$ cat src/rtl/crossbar_pkg.sv
// crossbar_pkg: shared FSM state type and default widths for the crossbar divider
package crossbar_pkg;
  typedef enum logic [1:0] {IDLE, CALC, DONE} div_state_t;
  localparam int RES_W = 8;
  localparam int W_W = 4;
  localparam int CNT_W = $clog2(RES_W);
endpackage

$ cat src/rtl/crossbar_div_step.sv
// crossbar_div_step: one combinational restoring shift-subtract step
module crossbar_div_step #(
  parameter int W_W = crossbar_pkg::W_W
) (
  input  logic [W_W-1:0] r,
  input  logic           q_msb,
  input  logic [W_W-1:0] divisor,
  output logic [W_W-1:0] r_next,
  output logic           q_bit
);
  logic [W_W:0] r_sh;
  assign r_sh = {r, q_msb};
  assign q_bit = r_sh >= {1'b0, divisor};
  // result is < divisor whenever the subtract happens, so the top bit is always zero
  assign r_next = q_bit ? W_W'(r_sh - {1'b0, divisor}) : r_sh[W_W-1:0];
endmodule

$ cat src/rtl/crossbar_divider.sv
// crossbar_divider: recovers quotient/remainder of a crossbar result by its weight,
// one restoring quotient bit per clock, valid/ready on both sides.
module crossbar_divider #(
  parameter int RES_W = crossbar_pkg::RES_W,
  parameter int W_W = crossbar_pkg::W_W
) (
  input  logic             clock,
  input  logic             rst_n,
  input  logic             in_valid,
  output logic             in_ready,
  input  logic [RES_W-1:0] dividend,
  input  logic [W_W-1:0]   divisor,
  output logic             out_valid,
  input  logic             out_ready,
  output logic [RES_W-1:0] quotient,
  output logic [W_W-1:0]   remainder,
  output logic             div_by_zero
);
  import crossbar_pkg::*;
  localparam int CNT_W = $clog2(RES_W);
  div_state_t state_q, state_d;
  logic [RES_W-1:0] q_q, q_d;
  logic [W_W-1:0] r_q, r_d, dvs_q, dvs_d, r_step;
  logic [CNT_W-1:0] cnt_q, cnt_d;
  logic dbz_q, dbz_d, q_bit, accept, zero_dvs;
  assign accept = in_valid && in_ready;
  assign zero_dvs = divisor == '0;
  crossbar_div_step #(.W_W(W_W)) u_step (
    .r(r_q),
    .q_msb(q_q[RES_W-1]),
    .divisor(dvs_q),
    .r_next(r_step),
    .q_bit(q_bit)
  );
  always_ff @(posedge clock or negedge rst_n) begin
    if (!rst_n) state_q <= IDLE;
    else state_q <= state_d;
  end
  always_comb begin
    state_d = state_q;
    case (state_q)
      IDLE: if (accept) state_d = zero_dvs ? DONE : CALC;
      CALC: if (cnt_q == '0) state_d = DONE;
      DONE: if (out_ready) state_d = IDLE;
      default: state_d = IDLE;
    endcase
  end
  always_comb begin
    in_ready = state_q == IDLE;
    out_valid = state_q == DONE;
    // results are only exposed while valid, so partial quotients never leak out
    quotient = out_valid ? q_q : '0;
    remainder = out_valid ? r_q : '0;
    div_by_zero = out_valid && dbz_q;
  end
  always_comb begin
    q_d = q_q;
    r_d = r_q;
    dvs_d = dvs_q;
    cnt_d = cnt_q;
    dbz_d = dbz_q;
    if (accept) begin
      dvs_d = divisor;
      dbz_d = zero_dvs;
      q_d = zero_dvs ? '1 : dividend;
      r_d = zero_dvs ? dividend[W_W-1:0] : '0;
      cnt_d = CNT_W'(RES_W - 1);
    end else if (state_q == CALC) begin
      q_d = {q_q[RES_W-2:0], q_bit};
      r_d = r_step;
      cnt_d = cnt_q - 1'b1;
    end
  end
  always_ff @(posedge clock or negedge rst_n) begin
    if (!rst_n) begin
      q_q <= '0;
      r_q <= '0;
      dvs_q <= '0;
      cnt_q <= '0;
      dbz_q <= 1'b0;
    end else begin
      q_q <= q_d;
      r_q <= r_d;
      dvs_q <= dvs_d;
      cnt_q <= cnt_d;
      dbz_q <= dbz_d;
    end
  end
endmodule
$ cat config.mk
export PLATFORM = sky130hd
export DESIGN_NAME = crossbar_divider
export DESIGN_NICKNAME = d
export VERILOG_FILES = /design/src/rtl/crossbar_pkg.sv /design/src/rtl/crossbar_div_step.sv /design/src/rtl/crossbar_divider.sv
export SDC_FILE = /design/constraint.sdc
export NUM_CORES = 1
export LEC_CHECK = 0
export ABC_AREA = 0
export CAP_MARGIN = 20
export CORE_UTILIZATION = 36
export DETAILED_ROUTE_END_ITERATION = 12
export MAX_ROUTING_LAYER = met4
export PLACE_DENSITY = 0.68
export SLEW_MARGIN = 20
export SYNTH_ARGS = -nofsm -noshare
export SYNTH_HDL_FRONTEND = slang
export SYNTH_SLANG_ARGS = --single-unit
$ cat constraint.sdc
create_clock -name clock -period 3.55 [get_ports clock]
set_input_delay 0.355 -clock clock [delete_from_list [all_inputs] [get_ports clock]]
set_output_delay 0.355 -clock clock [all_outputs]
set_load 0.01 [all_outputs]
Word-level counts from Yosys, hierarchy flattened
Index checks and enable logic that the tools add are counted.
Operators by class
  eq/ne operators: 5
  reduce and logical (&&, ||, !) cells: 7
  add/sub/neg operators: 2
  $lt $le $gt $ge: 1
  muxes and demuxes: 16
Operator list (number)
  two-way mux 8 bit: 4
  two-way mux 4 bit: 5
  two-way mux 2 bit: 4
  two-way mux 3 bit: 2
  case mux 2 bit (3 select lines): 1
  >= comparator 5 x 4 -> 1 bit: 1
  zero test 4 bit: 1
  != test 2 x 1 -> 1 bit, second input constant: 2
  subtractor 4 bit: 1
  zero test 3 bit: 1
  AND reduction 3 bit: 1
  subtractor 3 x 1 -> 3 bit, second input constant: 1
  equality test 2 x 1 -> 1 bit, second input constant: 1
  equality test 2 bit, second input constant: 1
  logical AND 1 bit: 2
  zero test 2 bit: 1
  != test 2 bit, second input constant: 1
  nonzero test 2 bit: 1
Storage, ports and cells
  bits of input ports: 16
  output and inout bits: 15
  flip-flop bits (word level): 22
  word-level logic and storage cells: 37

Logic depth before layout (Yosys ltp)
Gate-level depths: netlist of run 1.
  depth after elaboration: 4
  depth in mapped cells: 7
  mapped depth without buffers: 7

Modules after synthesis
Synthesis of run 1 repeated with hierarchy kept, for this count alone.
Second synthesis, totals
  cell total of the unflattened synthesis: 140
  area total of the unflattened synthesis: 1415.1 um^2
By module, submodules not included
  crossbar_divider: area an instance 1191.1 um^2, instances 1, seq. area each 550.5 um^2, cells an instance 112
  crossbar_div_step: area an instance 224.0 um^2, instances 1, seq. area each 0.0 um^2, cells an instance 28

Least setup slack after synthesis of run 1
No wires, ideal clock.
  path kind: register to register
  start point: register r_q[1]
  end point: register r_q[2]
  period minus slack after synthesis: 1.724 ns
  cell stages (with the launch flop): 6
  data required time: 3.424 ns
  buffers on the path: 0
  setup time: 0.126 ns
  data arrival time: 1.597 ns
  path slack: 1.826 ns
  cells stage by stage: dfrtp_1 -> ha_1 -> or2_0 -> a211oi_2 -> nor4_1 -> a311o_1
Between the ends
  word-level cells in the longest chain between the ends: 4
  elaborated cells between the ends (all ways): 5
  classes of those cells: add/sub: 1; order compare: 1; mux: 3
RTL lines
  from (decl): RTL line crossbar_divider.sv:23  | logic [W_W-1:0] r_q, r_d, dvs_q, dvs_d, r_step;
  from (signal assigned): RTL line crossbar_divider.sv:83  | r_q <= r_d;
  subtractor 4 bit / >= comparator 5 x 4 -> 1 bit (equally long branches): RTL line crossbar_div_step.sv:15, crossbar_div_step.sv:13
  two-way mux 4 bit (*): RTL line crossbar_div_step.sv:15  | assign r_next = q_bit ? W_W'(r_sh - {1'b0, divisor}) : r_sh[W_W-1:0];
  two-way mux 4 bit (*): RTL line crossbar_divider.sv:68  | end else if (state_q == CALC) begin
  two-way mux 4 bit (*): RTL line crossbar_divider.sv:62  | if (accept) begin
Every way passes the cells marked *; elsewhere a longest branch is shown, timed or not. The select of a mux whose other input is x is not followed.
A chain may end at the register's enable or synchronous reset.

Worst setup path after layout of run 1
  start point: register state_q[0]
  end point: output quotient[5]
Between the ends
  word-level cells in the longest chain between the ends: 2
RTL lines
  from (decl): RTL line crossbar_divider.sv:21  | div_state_t state_q, state_d;
  from (signal assigned): RTL line crossbar_divider.sv:37  | else state_q <= state_d;
  equality test 2 bit: RTL line crossbar_divider.sv:50  | out_valid = state_q == DONE;
  two-way mux 8 bit: RTL line crossbar_divider.sv:52  | quotient = out_valid ? q_q : '0;
  to (decl): RTL line crossbar_divider.sv:15  | output logic [RES_W-1:0] quotient,
Every way passes these cells.

==> results.yml, run 1 <==
floorplan:
  die_area_mm2: 0.00385
  num_rows: 21
  start_util_pct: 38.3
  pin_count: 31
  dieHeight_um: 62.0
  die_x_um: 62.0
  coreArea_mm2: 0.00339
worst_setup_path:
  critPathRequiredTime_ps: 3190
  arrival_ps: 1930
  critPathKind: "flop to primary output"
  path_delay_family: "simple AND/OR/NAND/NOR gates"
  cp_max_fo: 15
  crit_path_top_delay_cell: "clkdlybuf4s50_1"
  slowest_delay_ps: 530
  worstPathCellList: "and2b_1 -> and2_1 -> clkdlybuf4s50_1"
  cp_num_buf_inv: 1
  cp-end-kind: "primary output"
  start_kind: "flop"
timing:
  slew-limit-headroom_pct: 36.7
  setup_violations: 0
  period_minus_slack_ps: 2280
  rsz0062_at_grt: "no"
  fin_setup_tns_ps: 0
  drv_slew: 0
  fin_skew_ps: 1.05
  fmax_ghz: 0.438
  tightest_slew_ps: 948
  setup_ws_ps: 1270
  finalHoldViolCount: 0
  fin_crit_sh_pct: 64.3
yosys:
  synth_top_area_cell: "dfrtp_1"
  syn_nets: 167
  ys.flop_type: "dfrtp_1"
  avgSynthCellArea_um2: 9.01
  ys_types: 38
  netlist.area_leader.share_pct: 42.4
  seq_area_frac_synth_pct: 42.4
  synthArstFlopShare_pct: 100
  synth-seq-cells: 22
  syn_inst: 144
  synth_edf_count: 0
  yosys-top-cells-area: "dfrtp_1 42%, nand2_1 6.4%, and2_1 6.3%"
  netlist_top_cells_count: "22 x dfrtp_1, 22 x nand2_1, 13 x and2_1, 9 x inv_1, 9 x o21ai_0"
  syn_area_mm2: 0.00130
  ys.warnings.count: 0
power:
  power_mw: 1.30
  max-vdd-ir-drop_uv: 317
  p_leak_nw: 0.725
  cellPowerDensity_mw_per_mm2: 787
placement:
  gp_congestion: 0.875
  dp_slack_ps: 1520
  dpl.hpwl_um: 2320
  place.port_buffers: 30
routing:
  remaining_drc_errors: 0
  antenna_left: 0
  drt_iter0_markers: 50
  met2_length_um: 1340
  viasPerCell: 5.19
  drt_pass1_iterations: 4
  routed-via-count: 1137
  wl_per_cell_um: 13.7
  wl_met3_um: 159
  routed.top_layer: "met4"
  wl_met1_um: 1470
  wirelength_um: 2990
clock_tree:
  ctsResizeCount: 0
  cts_tree: "done"
  cts_buffers: 3
  post-cts-setup-buffer-count: 0
  root_buffer: "clkbuf_4"
  clk_path_buf_depth: 2
  clkTransAtPathRegs_ps: 120
  cts_sinks: 22
  htree_levels: 1
  clock_latency_ps: 300
  hold_buffers: 0
final_layout:
  syn_to_final_growth_pct: 27.7
  nNetsFinal: 198
  drive_gt1_share_pct: 5.78
  antennaDiodeCount: 0
grt:
  grt_max_degree: 23
  grt_pass1_wl_um: 4730
  antenna_found_initial: 0
  grt_use_total_pct: 17.8
  grt_pass1_vias: 1005
  grt-ovfl-total: 0
min_path:
  hp-class: "primary input to async pin"
flow_run:
  cap_violations: 0
outcome:
  status: "finished clean"
## power breakdown
part           internal (mW)  switching (mW)  leakage [nW]  total [mW]
sequential             0.374          0.0970         0.265       0.471
combinational          0.320           0.401         0.446       0.720
clock                 0.0395          0.0721        0.0138       0.112
total                  0.733           0.570         0.725        1.30
## cell type report
| type | count | area, um^2 |
|---|---|---|
| sequential | 22 | 551 |
| fill | 326 | 1730 |
| inverter | 9 | 33.8 |
| clock buffer | 3 | 22.5 |
| multi-input combinational | 109 | 697 |
| timing repair buffer | 30 | 295 |
| tap | 46 | 57.6 |
## metrics by stage
step / utilization [%] / hold WS, ps / instances / cell area (um^2)
after floorplan: - / 59.4 / 144 / 1300
after global placement: 48.4 / 467 / 216 / 1640
after detailed placement: 48.4 / 476 / 216 / 1640
after CTS: 49.0 / 506 / 219 / 1660
after global routing: 48.9 / 28.5 / 219 / 1660
final: 48.9 / 2.52 / 219 / 1660
## final timing paths
check / startpoint / end / slack [ps] / cells after the start
worst max-delay path: state_q[0] / quotient[5] / 1270 / 3
min in group clock: cnt_q[0] / cnt_q[0] / 500 / 1
max in group asynchronous: rst_n / cnt_q[2] / 3210 / 1
worst min-delay path: rst_n / r_q[0] / 3 / 1
worst max register to register: r_q[1] / r_q[2] / 1630 / 5
worst min register to register: cnt_q[0] / cnt_q[0] / 500 / 1
## logic make-up (layout without fill, tap and decap cells)
group | after synthesis | count (layout) | synth area share [%]
xor+xnor | 2 | 2 | 1.35
simple gates | 65 | 65 | 26.5
flops | 22 | 22 | 42.4
compound gates | 35 | 35 | 18.5
fa+ha+maj | 7 | 7 | 7.33
buf+inv | 13 | 42 | 3.86
## sequential cells by signal, summed over array words and instances, names as in the netlist
register	flops
cnt_q	3
dbz_q	1
dvs_q	4
q_q	8
r_q	4
state_q	2
## metal layers
metal	track usage, %	up-vias
li1	-	572
met1	24.6	524
met2	26.7	39
met3	3.31	2
met4	4.76	0
met5	-	-
## placed cells by master (no fill, tap or decap), types with 2 or more instances in the layout
cell type and instances:
and2_1 13, nor4_1 2, o21ai_0 9, a21o_1 2, o211ai_1 4, a22oi_1 3, nand3_1 5, nand2b_1 3
nand2_1 22, nor2b_1 3, clkbuf_4 3, nor2_1 8, dfrtp_1 22, inv_1 9, a31oi_1 8, ha_1 6
clkdlybuf4s50_1 29
Power figures use the tool's default switching activity.
==> inputs of run 2 (changes only) <==
--- a/config.mk
+++ b/config.mk
@@ -10,7 +10,7 @@
 export CORE_UTILIZATION = 36
 export DETAILED_ROUTE_END_ITERATION = 12
 export MAX_ROUTING_LAYER = met4
-export PLACE_DENSITY = 0.68
+export PLACE_DENSITY = 0.7
 export SLEW_MARGIN = 20
 export SYNTH_ARGS = -nofsm -noshare
 export SYNTH_HDL_FRONTEND = slang
==> constraint.sdc (replaced) <==
create_clock -name clock -period 2.1 [get_ports clock]
set_input_delay 0.21 -clock clock [delete_from_list [all_inputs] [get_ports clock]]
set_output_delay 0.21 -clock clock [all_outputs]
set_load 0.01 [all_outputs]
==> results.yml, run 2 (synthesis gave the netlist of run 1 again) <==
floorplan:
  num_rows: 21
  die_area_mm2: 0.00385
  dieHeight_um: 62.0
  pin_count: 31
  die_x_um: 62.0
  coreArea_mm2: 0.00339
  start_util_pct: 38.3
routing:
  antenna_left: 0
  remaining_drc_errors: 0
  viasPerCell: 5.30
  wl_per_cell_um: 14.1
  drt_pass1_iterations: 4
  drt_iter0_markers: 60
  routed-via-count: 1202
  wirelength_um: 3210
timing:
  finalHoldViolCount: 0
  tightest_slew_ps: 463
  fin_skew_ps: 1.22
  drv_slew: 0
  fin_setup_tns_ps: 0
  setup_violations: 0
  fin_crit_sh_pct: 94.3
  fmax_ghz: 0.505
  slew-limit-headroom_pct: 69.1
  rsz0062_at_grt: "no"
  period_minus_slack_ps: 1980
final_layout:
  final_util_pct: 51.2
  nNetsFinal: 205
  max_flop_register: "q_q"
  fill_cells: 316
  regArea_um2: 553
  final_common_cell: "clkdlybuf4s50_1"
  multi_input_area_um2: 708
  syn_to_final_growth_pct: 33.7
  reg_top3: "q_q x8, dvs_q x4, r_q x4"
  drive_gt1_share_pct: 11.0
  layout_common_cells: "30 x clkdlybuf4s50_1, 22 x nand2_1, 20 x dfrtp_1"
  largest_reg_flops: 8
  antennaDiodeCount: 0
clock_tree:
  clk_path_buf_depth: 2
  root_buffer: "clkbuf_4"
  cts_sinks: 22
  cts_tree: "done"
  clkTransAtPathRegs_ps: 120
  hold_buffers: 0
  htree_levels: 1
  clock_latency_ps: 300
  cts_buffers: 3
min_path:
  hp-class: "primary input to async pin"
power:
  switchingPower_mw: 0.994
  max-vdd-ir-drop_uv: 595
  clkPwrFrac_pct: 9.9
  swShare_pct: 42.6
  power_mw: 2.34
  combPwrFrac_pct: 55.8
  power_frac_seq_pct: 34.3
  p_leak_nw: 0.763
  internal_power_mw: 1.34
  cellPowerDensity_mw_per_mm2: 1350
worst_setup_path:
  critPathRequiredTime_ps: 1890
  critPathKind: "flop to primary output"
  reg2reg_slack_ps: 230
  start_kind: "flop"
  cp-end-kind: "primary output"
  r2r_start: "r_q[1]"
  startpoint: "state_q[0]"
  crit_path_top_delay_cell: "clkdlybuf4s50_1"
  cp_max_fo: 8
  worstPathCellList: "and2b_4 -> and2_1 -> clkdlybuf4s50_1"
  arrival_ps: 1770
  slowest_delay_ps: 540
grt:
  grt_use_total_pct: 18.7
  grt-ovfl-total: 0
  antenna_found_initial: 0
  grt_pass1_vias: 1050
  grt_max_degree: 23
  grt_util_met2_pct: 26.1
  top_usage_layer: "met1"
  grt_pass1_wl_um: 5020
  grt_use_met1_pct: 27.2
  met3_usage_pct: 4.35
placement:
  dpl.hpwl_um: 2350
  place.port_buffers: 30
  gp_congestion: 0.929
outcome:
  status: "finished clean"
flow_run:
  cap_violations: 0
## run 2: cell count changes in the layout (fill, tap and decap cells not counted), sizes merged
cell | before | now
clkdlybuf4s50 | 29 | 30
and2b | 1 | 2
clkbuf | 3 | 4
buf | 1 | 6
## run 2: worst max-delay path, delay by kind of cell, from the launching register on
family,cells,cell delay (ps)
DFF,1,450
and+or+nand+nor,2,480
buffers and inverters,1,540
## run 2: final cells by class
type / instances / share of cell area, %
inverters: 9 / 1.95
well taps: 46 / 3.32
multi-input cells: 110 / 40.8
clock buffers: 4 / 2.09
flip-flops and latches: 22 / 31.9
repair buffers: 36 / 19.9
## run 2: path summary, 6_finish.rpt
path | end | cells after the start
max | remainder[1] | 3
min | r_q[3] | 2
max reg2reg | r_q[2] | 5
min reg2reg | dbz_q | 1
max in group asynchronous | state_q[0] | 2
min in group clock | dvs_q[0] | 3
## run 2: per-layer routing
| layer | vias up | part of all wire, % | routed length (um) |
|---|---|---|---|
| li1 | 577 | - | - |
| met1 | 572 | 49 | 1560 |
| met2 | 49 | 44 | 1410 |
| met3 | 4 | 6.5 | 208 |
| met4 | 0 | 0.72 | 23 |
| met5 | - | 0 | 0 |
## run 2: power by group through the flow
stage	Clock [mW]	Combinational [mW]	Sequential, mW
after floorplan	0	0.945	0.751
after global placement	0	1.22	0.795
after detailed placement	0	1.26	0.809
after CTS	0.241	1.27	0.807
after global routing	0.259	1.48	0.822
final	0.231	1.30	0.800
## run 2: stage by stage
step           setup WS (ps)  area (um^2)  hold WS [ps]  std cells
4_1_cts                 7.07         1720           236        225
2_1_floorplan            376         1300         -85.6        144
5_1_grt                 26.1         1730           236        227
3_5_place_dp             198         1670           465        220
6_report                 121         1730           239        227
3_3_place_gp             238         1670           454        220
## run 2: repair_timing
action,in CTS,in global routing
gates cloned,1,0
hold endpoints to repair,0,0
pin swaps,0,0
setup buffers,0,2
resized for setup,2,3
setup endpoints to repair,13,8
==> inputs of run 3 (changes only) <==
--- a/config.mk
+++ b/config.mk
@@ -9,8 +9,10 @@
 export CAP_MARGIN = 20
 export CORE_UTILIZATION = 36
 export DETAILED_ROUTE_END_ITERATION = 12
+export GPL_ROUTABILITY_DRIVEN = 0
 export MAX_ROUTING_LAYER = met4
 export PLACE_DENSITY = 0.7
+export SKIP_LAST_GASP = 1
 export SLEW_MARGIN = 20
 export SYNTH_ARGS = -nofsm -noshare
 export SYNTH_HDL_FRONTEND = slang
==> results.yml, run 3 (synthesis gave the netlist of run 1 again) <==
outcome:
  status: "finished clean"
timing:
  rsz0062_at_grt: "no"
  fin_skew_ps: 11.1
  finalHoldViolCount: 0
  fmax_ghz: 0.493
  drv_slew: 0
  slew-limit-headroom_pct: 67.9
  tightest_slew_ps: 482
  period_minus_slack_ps: 2030
  setup_violations: 0
  fin_setup_tns_ps: 0
  fin_crit_sh_pct: 96.5
routing:
  drt_pass1_iterations: 4
  antenna_left: 0
  wirelength_um: 3190
  wl_per_cell_um: 14.2
  routed-via-count: 1202
  drt_iter0_markers: 57
  viasPerCell: 5.34
  remaining_drc_errors: 0
placement:
  dpl.hpwl_um: 2300
  place.port_buffers: 30
final_layout:
  final_common_cell: "clkdlybuf4s50_1"
  largest_reg_flops: 8
  syn_to_final_growth_pct: 33.7
  nNetsFinal: 203
  antennaDiodeCount: 0
  max_flop_register: "q_q"
  reg_top3: "q_q x8, dvs_q x4, r_q x4"
  drive_gt1_share_pct: 9.50
  layout_common_cells: "30 x clkdlybuf4s50_1, 22 x nand2_1, 21 x dfrtp_1"
grt:
  top_usage_layer: "met2"
  antenna_found_initial: 0
  met3_usage_pct: 3.31
  grt_util_met2_pct: 28.0
  grt_max_degree: 23
  grt-ovfl-total: 0
  grt_pass1_vias: 1076
  grt_pass1_wl_um: 4880
  grt_use_met1_pct: 24.5
  grt_use_total_pct: 17.9
worst_setup_path:
  startpoint: "state_q[0]"
  arrival_ps: 1820
  cp-end-kind: "primary output"
  r2r_start: "r_q[1]"
  critPathRequiredTime_ps: 1890
  critPathKind: "flop to primary output"
  start_kind: "flop"
  cp_max_fo: 8
floorplan:
  die_area_mm2: 0.00385
  pin_count: 31
  num_rows: 21
  coreArea_mm2: 0.00339
  start_util_pct: 38.3
  dieHeight_um: 62.0
  die_x_um: 62.0
min_path:
  hp-class: "primary input to async pin"
clock_tree:
  cts_sinks: 22
  clk_path_buf_depth: 2
  htree_levels: 1
  post-cts-setup-buffer-count: 0
  clock_latency_ps: 310
  clkTransAtPathRegs_ps: 140
  cts_tree: "done"
  cts_buffers: 3
  root_buffer: "clkbuf_4"
flow_run:
  cap_violations: 0
power:
  max-vdd-ir-drop_uv: 730
  combPwrFrac_pct: 52.8
  power_mw: 2.41
  clkPwrFrac_pct: 13.8
  cellPowerDensity_mw_per_mm2: 1390
  swShare_pct: 41.6
  p_leak_nw: 0.762
  power_frac_seq_pct: 33.4
  switchingPower_mw: 1.00
  internal_power_mw: 1.41
[run 3: power by group through the flow]
stage	Sequential, mW	Clock (mW)	Combinational, mW
floorplan	0.751	0	0.945
global placement	0.794	0	1.21
detailed placement	0.802	0	1.26
CTS	0.793	0.335	1.27
global route	0.833	0.350	1.43
finish	0.805	0.333	1.27
[run 3: worst max-delay path, cell delays in order, from the launching register on]
cell and delay (ps):
dfrtp_2 490, and2b_4 310, and2_1 150, clkdlybuf4s50_1 550
[run 3: routing by layer]
layer  routed length [um]  vias up
li1                     -      579
met1                 1460      568
met2                 1450       53
met3                  252        2
met4                   23        0
met5                    0        -
[run 3: final cells by class]
| class | count | area [um^2] |
|---|---|---|
| Fill cell | 322 | 1660 |
| Multi-Input combinational cell | 110 | 708 |
| Sequential cell | 22 | 552 |
| Timing Repair Buffer | 34 | 330 |
| Tap cell | 46 | 57.6 |
| Inverter | 9 | 33.8 |
| Clock inverter | 1 | 30.0 |
| Clock buffer | 3 | 22.5 |
[run 3: timing repair]
item | in CTS | in global routing
setup endpoints to repair | 14 | 13
gates resized for setup | 2 | 2
hold buffers | 0 | 0
cloned | 0 | 1
[run 3: worst paths after layout]
kind | end | slack (ps) | cells past startpoint
worst max-delay path | remainder[1] | 70 | 3
worst min-delay path | q_q[3] | 230 | 2
worst max register to register | r_q[2] | 210 | 5
worst min register to register | dbz_q | 490 | 1
max in group asynchronous | state_q[0] | 1630 | 2
min in group clock | dvs_q[0] | 450 | 3
[run 3: metrics by stage]
step	setup slack [ps]	instance area (um^2)	std cells	utilization, %	hold WS, ps
2_1_floorplan	376	1300	144	-	-85.6
3_3_place_gp	238	1670	220	49.2	454
3_5_place_dp	182	1670	220	49.2	461
4_1_cts	1.03	1720	224	50.9	242
5_1_grt	6.86	1730	225	51.2	249
6_report	72.5	1730	225	51.2	230
